<file path="src/rtl/s2p_if.sv">
// rtl/s2p_if.sv - serial beat input and parallel vector output bundle for s2p
interface s2p_if #(
   parameter int DATA_WIDTH   = 12,
   parameter int NUM_ELEMENTS = 5
);
   logic                  s2p_ready_in;
   logic                  s2p_valid_in;
   logic [DATA_WIDTH-1:0] s2p_serial_in;
   logic                  s2p_ready_out;
   logic                  s2p_valid_out;
   logic [DATA_WIDTH-1:0] s2p_parallel_out [0:NUM_ELEMENTS-1];

   // master is the surrounding pipeline (beat producer and vector consumer); slave is the converter
   modport master (
      input  s2p_ready_in, s2p_valid_out, s2p_parallel_out,
      output s2p_valid_in, s2p_serial_in, s2p_ready_out
   );
   modport slave (
      input  s2p_valid_in, s2p_serial_in, s2p_ready_out,
      output s2p_ready_in, s2p_valid_out, s2p_parallel_out
   );
endinterface

</file>
<file path="src/rtl/s2p.sv">
// rtl/s2p.sv - serial-to-parallel converter with a fill buffer and an output register
module s2p #(
   parameter int DATA_WIDTH   = 12,
   parameter int NUM_ELEMENTS = 5
) (
   input  logic  clk,
   input  logic  rst,
   s2p_if.slave  bus
);
   localparam int            CW   = $clog2(NUM_ELEMENTS);
   localparam logic [CW-1:0] LAST = CW'(NUM_ELEMENTS - 1);

   typedef enum logic {FILL = 1'b0, HELD = 1'b1} state_t;
   typedef logic [DATA_WIDTH-1:0] vec_t [0:NUM_ELEMENTS-1];

   state_t        state_q, state_d;
   logic [CW-1:0] cnt_q, cnt_d;
   vec_t          fill_q, fill_d;
   vec_t          out_q, out_d;
   logic          valid_q, valid_d;

   logic ready_in;
   logic out_free;
   logic accept;

   assign ready_in = (state_q == FILL);
   assign out_free = ~valid_q | bus.s2p_ready_out;
   assign accept   = ready_in & bus.s2p_valid_in;

   always_comb begin
      state_d = state_q;
      cnt_d   = cnt_q;
      fill_d  = fill_q;
      out_d   = out_q;
      valid_d = valid_q & ~bus.s2p_ready_out;
      case (state_q)
         FILL: begin
            if (accept) begin
               fill_d[cnt_q] = bus.s2p_serial_in;
               if (cnt_q == LAST) begin
                  cnt_d = '0;
                  if (out_free) begin
                     // last element bypasses the fill buffer so a complete vector loads with no extra cycle
                     out_d       = fill_q;
                     out_d[LAST] = bus.s2p_serial_in;
                     valid_d     = 1'b1;
                  end else begin
                     state_d = HELD;
                  end
               end else begin
                  cnt_d = cnt_q + CW'(1);
               end
            end
         end
         HELD: begin
            if (out_free) begin
               out_d   = fill_q;
               valid_d = 1'b1;
               state_d = FILL;
            end
         end
         default: state_d = FILL;
      endcase
   end

   always_ff @(posedge clk or negedge rst) begin
      if (!rst) begin
         state_q <= FILL;
         cnt_q   <= '0;
         fill_q  <= '{default: '0};
         out_q   <= '{default: '0};
         valid_q <= 1'b0;
      end else begin
         state_q <= state_d;
         cnt_q   <= cnt_d;
         fill_q  <= fill_d;
         out_q   <= out_d;
         valid_q <= valid_d;
      end
   end

   assign bus.s2p_ready_in     = ready_in;
   assign bus.s2p_valid_out    = valid_q;
   assign bus.s2p_parallel_out = out_q;
endmodule

</file>
<file path="src/flat_wrapper.sv">
// flat-port wrapper written by rule: the top's interface ports become plain ports
module s2p_flat 
#(
   parameter int DATA_WIDTH   = 12,
   parameter int NUM_ELEMENTS = 5
)
  (clk, rst, bus_s2p_valid_in, bus_s2p_serial_in, bus_s2p_ready_out, bus_s2p_ready_in, bus_s2p_valid_out, bus_s2p_parallel_out);
  s2p_if #(.DATA_WIDTH(DATA_WIDTH), .NUM_ELEMENTS(NUM_ELEMENTS)) bus_i ();
  input  logic clk;
  input  logic rst;
  input wire logic [$bits(bus_i.s2p_valid_in)-1:0] bus_s2p_valid_in;
  input wire logic [$bits(bus_i.s2p_serial_in)-1:0] bus_s2p_serial_in;
  input wire logic [$bits(bus_i.s2p_ready_out)-1:0] bus_s2p_ready_out;
  output wire logic [$bits(bus_i.s2p_ready_in)-1:0] bus_s2p_ready_in;
  output wire logic [$bits(bus_i.s2p_valid_out)-1:0] bus_s2p_valid_out;
  output wire logic [$bits(bus_i.s2p_parallel_out)-1:0] bus_s2p_parallel_out;
  assign bus_i.s2p_valid_in = bus_s2p_valid_in;
  assign bus_i.s2p_serial_in = bus_s2p_serial_in;
  assign bus_i.s2p_ready_out = bus_s2p_ready_out;
  assign bus_s2p_ready_in = bus_i.s2p_ready_in;
  assign bus_s2p_valid_out = bus_i.s2p_valid_out;
  assign bus_s2p_parallel_out = {>>{bus_i.s2p_parallel_out}};
  s2p #(.DATA_WIDTH(DATA_WIDTH), .NUM_ELEMENTS(NUM_ELEMENTS)) u_core (.clk(clk), .rst(rst), .bus(bus_i));
endmodule
</file>
<file path="config.mk">
export PLATFORM = sky130hd
export DESIGN_NAME = s2p_flat
export DESIGN_NICKNAME = d
export VERILOG_FILES = /design/src/rtl/s2p_if.sv /design/src/rtl/s2p.sv /design/src/flat_wrapper.sv
export SDC_FILE = /design/constraint.sdc
export NUM_CORES = 1
export LEC_CHECK = 0
export CAP_MARGIN = 20
export CELL_PAD_IN_SITES_DETAIL_PLACEMENT = 1
export CELL_PAD_IN_SITES_GLOBAL_PLACEMENT = 1
export CORE_UTILIZATION = 40
export CTS_BUF_LIST = sky130_fd_sc_hd__clkbuf_16
export DETAILED_ROUTE_END_ITERATION = 7
export PLACE_DENSITY_LB_ADDON = 0.1
export SLEW_MARGIN = 15
export SYNTH_ARGS = -nofsm -noshare
export SYNTH_HDL_FRONTEND = slang
export SYNTH_SLANG_ARGS = --single-unit
</file>
<file path="constraint.sdc">
create_clock -name clk -period 1.6 [get_ports clk]
set_input_delay 0.4 -clock clk [delete_from_list [all_inputs] [get_ports clk]]
set_output_delay 0.4 -clock clk [all_outputs]
set_load 0.02 [all_outputs]
</file>
==> results of run 1 <==
per-stage QoR:
stage	TNS, ns	hold WS, ns
final	-3.86	0.436
after global routing	-6.84	0.452
after CTS	-5.30	0.434
after detailed placement	-54.07	0.330
after global placement	-50.48	0.337
after floorplan	0	0.104
final timing paths:
kind                                                                    end                                   startpoint  depth (start not counted)  slack (ns)
min in group clk                u_core.bus.s2p_parallel_out[19]$_DFFE_PN0P_  u_core.bus.s2p_parallel_out[19]$_DFFE_PN0P_                          1        0.50
worst min register to register  u_core.bus.s2p_parallel_out[19]$_DFFE_PN0P_  u_core.bus.s2p_parallel_out[19]$_DFFE_PN0P_                          1        0.50
max in group asynchronous        u_core.bus.s2p_parallel_out[4]$_DFFE_PN0P_                                          rst                          3        0.63
worst max register to register   u_core.bus.s2p_parallel_out[8]$_DFFE_PN0P_                  u_core.cnt_q[1]$_DFFE_PN0P_                          7       -0.09
worst min-delay path            u_core.bus.s2p_parallel_out[59]$_DFFE_PN0P_                                          rst                          2        0.44
worst max-delay path             u_core.bus.s2p_parallel_out[8]$_DFFE_PN0P_                  u_core.cnt_q[1]$_DFFE_PN0P_                          7       -0.09
layer usage:
metal	wire [um]	track usage [%]	up-vias
met5	0	0	-
met4	278	9.69	0
met3	442	5.45	16
met2	6150	35.5	65
met1	5600	29.2	1572
li1	-	-	1333
report_power, final:
part / internal (mW) / switching (mW)
combinational: 3.05 / 2.28
sequential: 4.73 / 0.938
clock: 2.22 / 1.32
layout by cell type (no fill, tap or decap), drive strengths merged, types with 3 or more instances in the layout:
| cell type | netlist | routed |
|---|---|---|
| dfrtp | 125 | 125 |
| mux2 | 133 | 133 |
| inv | 4 | 9 |
| clkdlybuf4s50 | 0 | 13 |
| clkinv | 0 | 7 |
| nor2 | 3 | 3 |
| buf | 13 | 55 |
| dlygate4sd2 | 0 | 61 |
| clkbuf | 0 | 18 |
flip-flops by register name, summed over array words and instances, names as in the netlist:
signal and cells:
u_core.fill_q 60, u_core.bus.s2p_parallel_out 60, u_core.bus.s2p_valid_out 1, u_core.cnt_q 3
u_core.state_q 1
cell usage after synthesis:
cell / number
a21oi_1: 1
inv_1: 4
buf_6: 6
nand4_1: 1
a31oi_2: 1
dfrtp_1: 125
nand2_1: 2
ha_1: 2
nor2_1: 3
a22o_1: 1
a21oi_4: 1
nor2b_2: 1
mux2_2: 133
nand2b_1: 2
o21ai_0: 2
buf_2: 5
buf_4: 2
nand3_1: 2
and4_1: 2
area by class of cell:
cell class / count / area (sq um)
clock buffer: 17 / 425
clock inverter: 15 / 116
fill: 1108 / 4840
inverter: 4 / 15.0
multi-input combinational: 154 / 1930
sequential: 125 / 3130
tap: 147 / 184
timing repair buffer: 132 / 1320
logic make-up (layout without fill, tap and decap cells):
| logic type | Yosys count | count (layout) | synth area share [%] |
|---|---|---|---|
| buf+inv | 17 | 168 | 2.50 |
| simple gates | 13 | 13 | 1.51 |
| mux | 133 | 133 | 30.6 |
| compound gates | 6 | 6 | 1.07 |
| fa+ha+maj | 2 | 2 | 0.511 |
| flops | 125 | 125 | 63.8 |
critical path, cell delays in order, from the launching register on:
cell and delay [ns]:
dfrtp_1 0.40, inv_2 0.08, ha_4 0.15, a31oi_4 0.10, a21oi_4 0.19, buf_6 0.19, buf_12 0.15, mux2_4 0.31
repair_timing:
item                       in CTS  in global routing
resized for setup             140                 20
hold endpoints to repair       17                  0
setup endpoints to repair     145                 79
pin swaps                       0                  4
buffers inserted               11                  1
gates cloned                    7                  1
hold buffers                    1                  0
==> out/metrics.yaml, run 1 <==
status: "finished with violations"
violations: "negative setup slack"
grt_start_max_net_pins: 35
htreeDepth: 4
dp_hpwl_mm: 7.25
worst_clock_skew_ns: 0.00500
drtIter0Drc: 91
finalMaxSlewViolations: 0
worstPathRequired_ns: 1.90
finalHoldViolCount: 0
peakVddDrop_mv: 1.01
fin_area_sq_um: 7120
nNetsFinal: 452
syn2layout_area_growth_pct: 45.4
numPortBuffers: 77
numCtsBuffers: 17
die_h_um: 113
grt_use_total_pct: 22.3
power_density_nw_per_um2: 2040
wirelength_mm: 12.5
synth.distinct_cells: 19
maxCapViolations: 0
path_clk_slew_ns: 0.05
drc: 0
worst_setup_path_start_kind: "register"
antenna_cells: 0
grt_pass1_vias: 3462
fmax_mhz: 592
vias: 2986
antenna_found_initial: 0
setup_violations: 60
post_dp_cell_area_sq_um: 6160
power.total_mw: 14.5
cp_max_fo: 6
clockBufferDepth: 2
placed_cells: 548
yosysWarnings: 0
rsz0062_at_grt: "true"
ys_seq_area_share_pct: 63.8
initial_core_util_pct: 41.0
clock_latency_ns: 0.42
drive_above_1_share_pct: 49.7
synth.net_count: 314
final_util_pct: 59.6
pre_cts_ws_ns: -0.510
dieArea_sq_um: 12700
hold_class: "in2async"
postLayoutSetupSlackWorst_ns: -0.0889
routedWlPerCell_um: 21.0
first_pass_iters: 4
cts-root-buf: "clkbuf_16"
grt_overflow: 0
avgSynthCellArea_sq_um: 16.6
crit_arrival_ns: 1.99
core-area_sq_um: 12000
max_slew_margin_pct: 76.6
fin_crit_ns: 1.69
final_cells: 594
worst_pin_slew_ns: 0.351
cts_sinks: 125
viasPerCell: 5.03
rows: 40
tritoncts: "done"
yosys.area.top_type: "dfrtp_1"
grt_pass1_wl_mm: 20.5
netlist_top_cells_area: "dfrtp_1 64%, mux2_2 31%, buf_6 1.4%"
synth-seq-cells: 125
yosys.area.top_type_share_pct: 63.8
io_pins: 78
min_period_over_period_pct: 106
crit_path_end_kind: "register"
die-width_um: 113
syn_inst: 296
gp_congestion: 0.745
ant_nets: 0
synth.cell_area_sq_um: 4900
p_leak_nw: 3.37
crit_type: "reg2reg"
Power figures use the tool's default switching activity.
==> run 2: changes to the inputs <==
Settings changed: CAP_MARGIN 20 to unset, HOLD_SLACK_MARGIN set to 0.08.
==> results of run 2 <==
No change in the layout: final DEF, timing and power equal those of run 1.
==> run 3: changes to the inputs <==
Settings changed: SLEW_MARGIN 15 to 0.
==> results of run 3 <==
No change in the layout: final DEF, timing and power equal those of run 1.
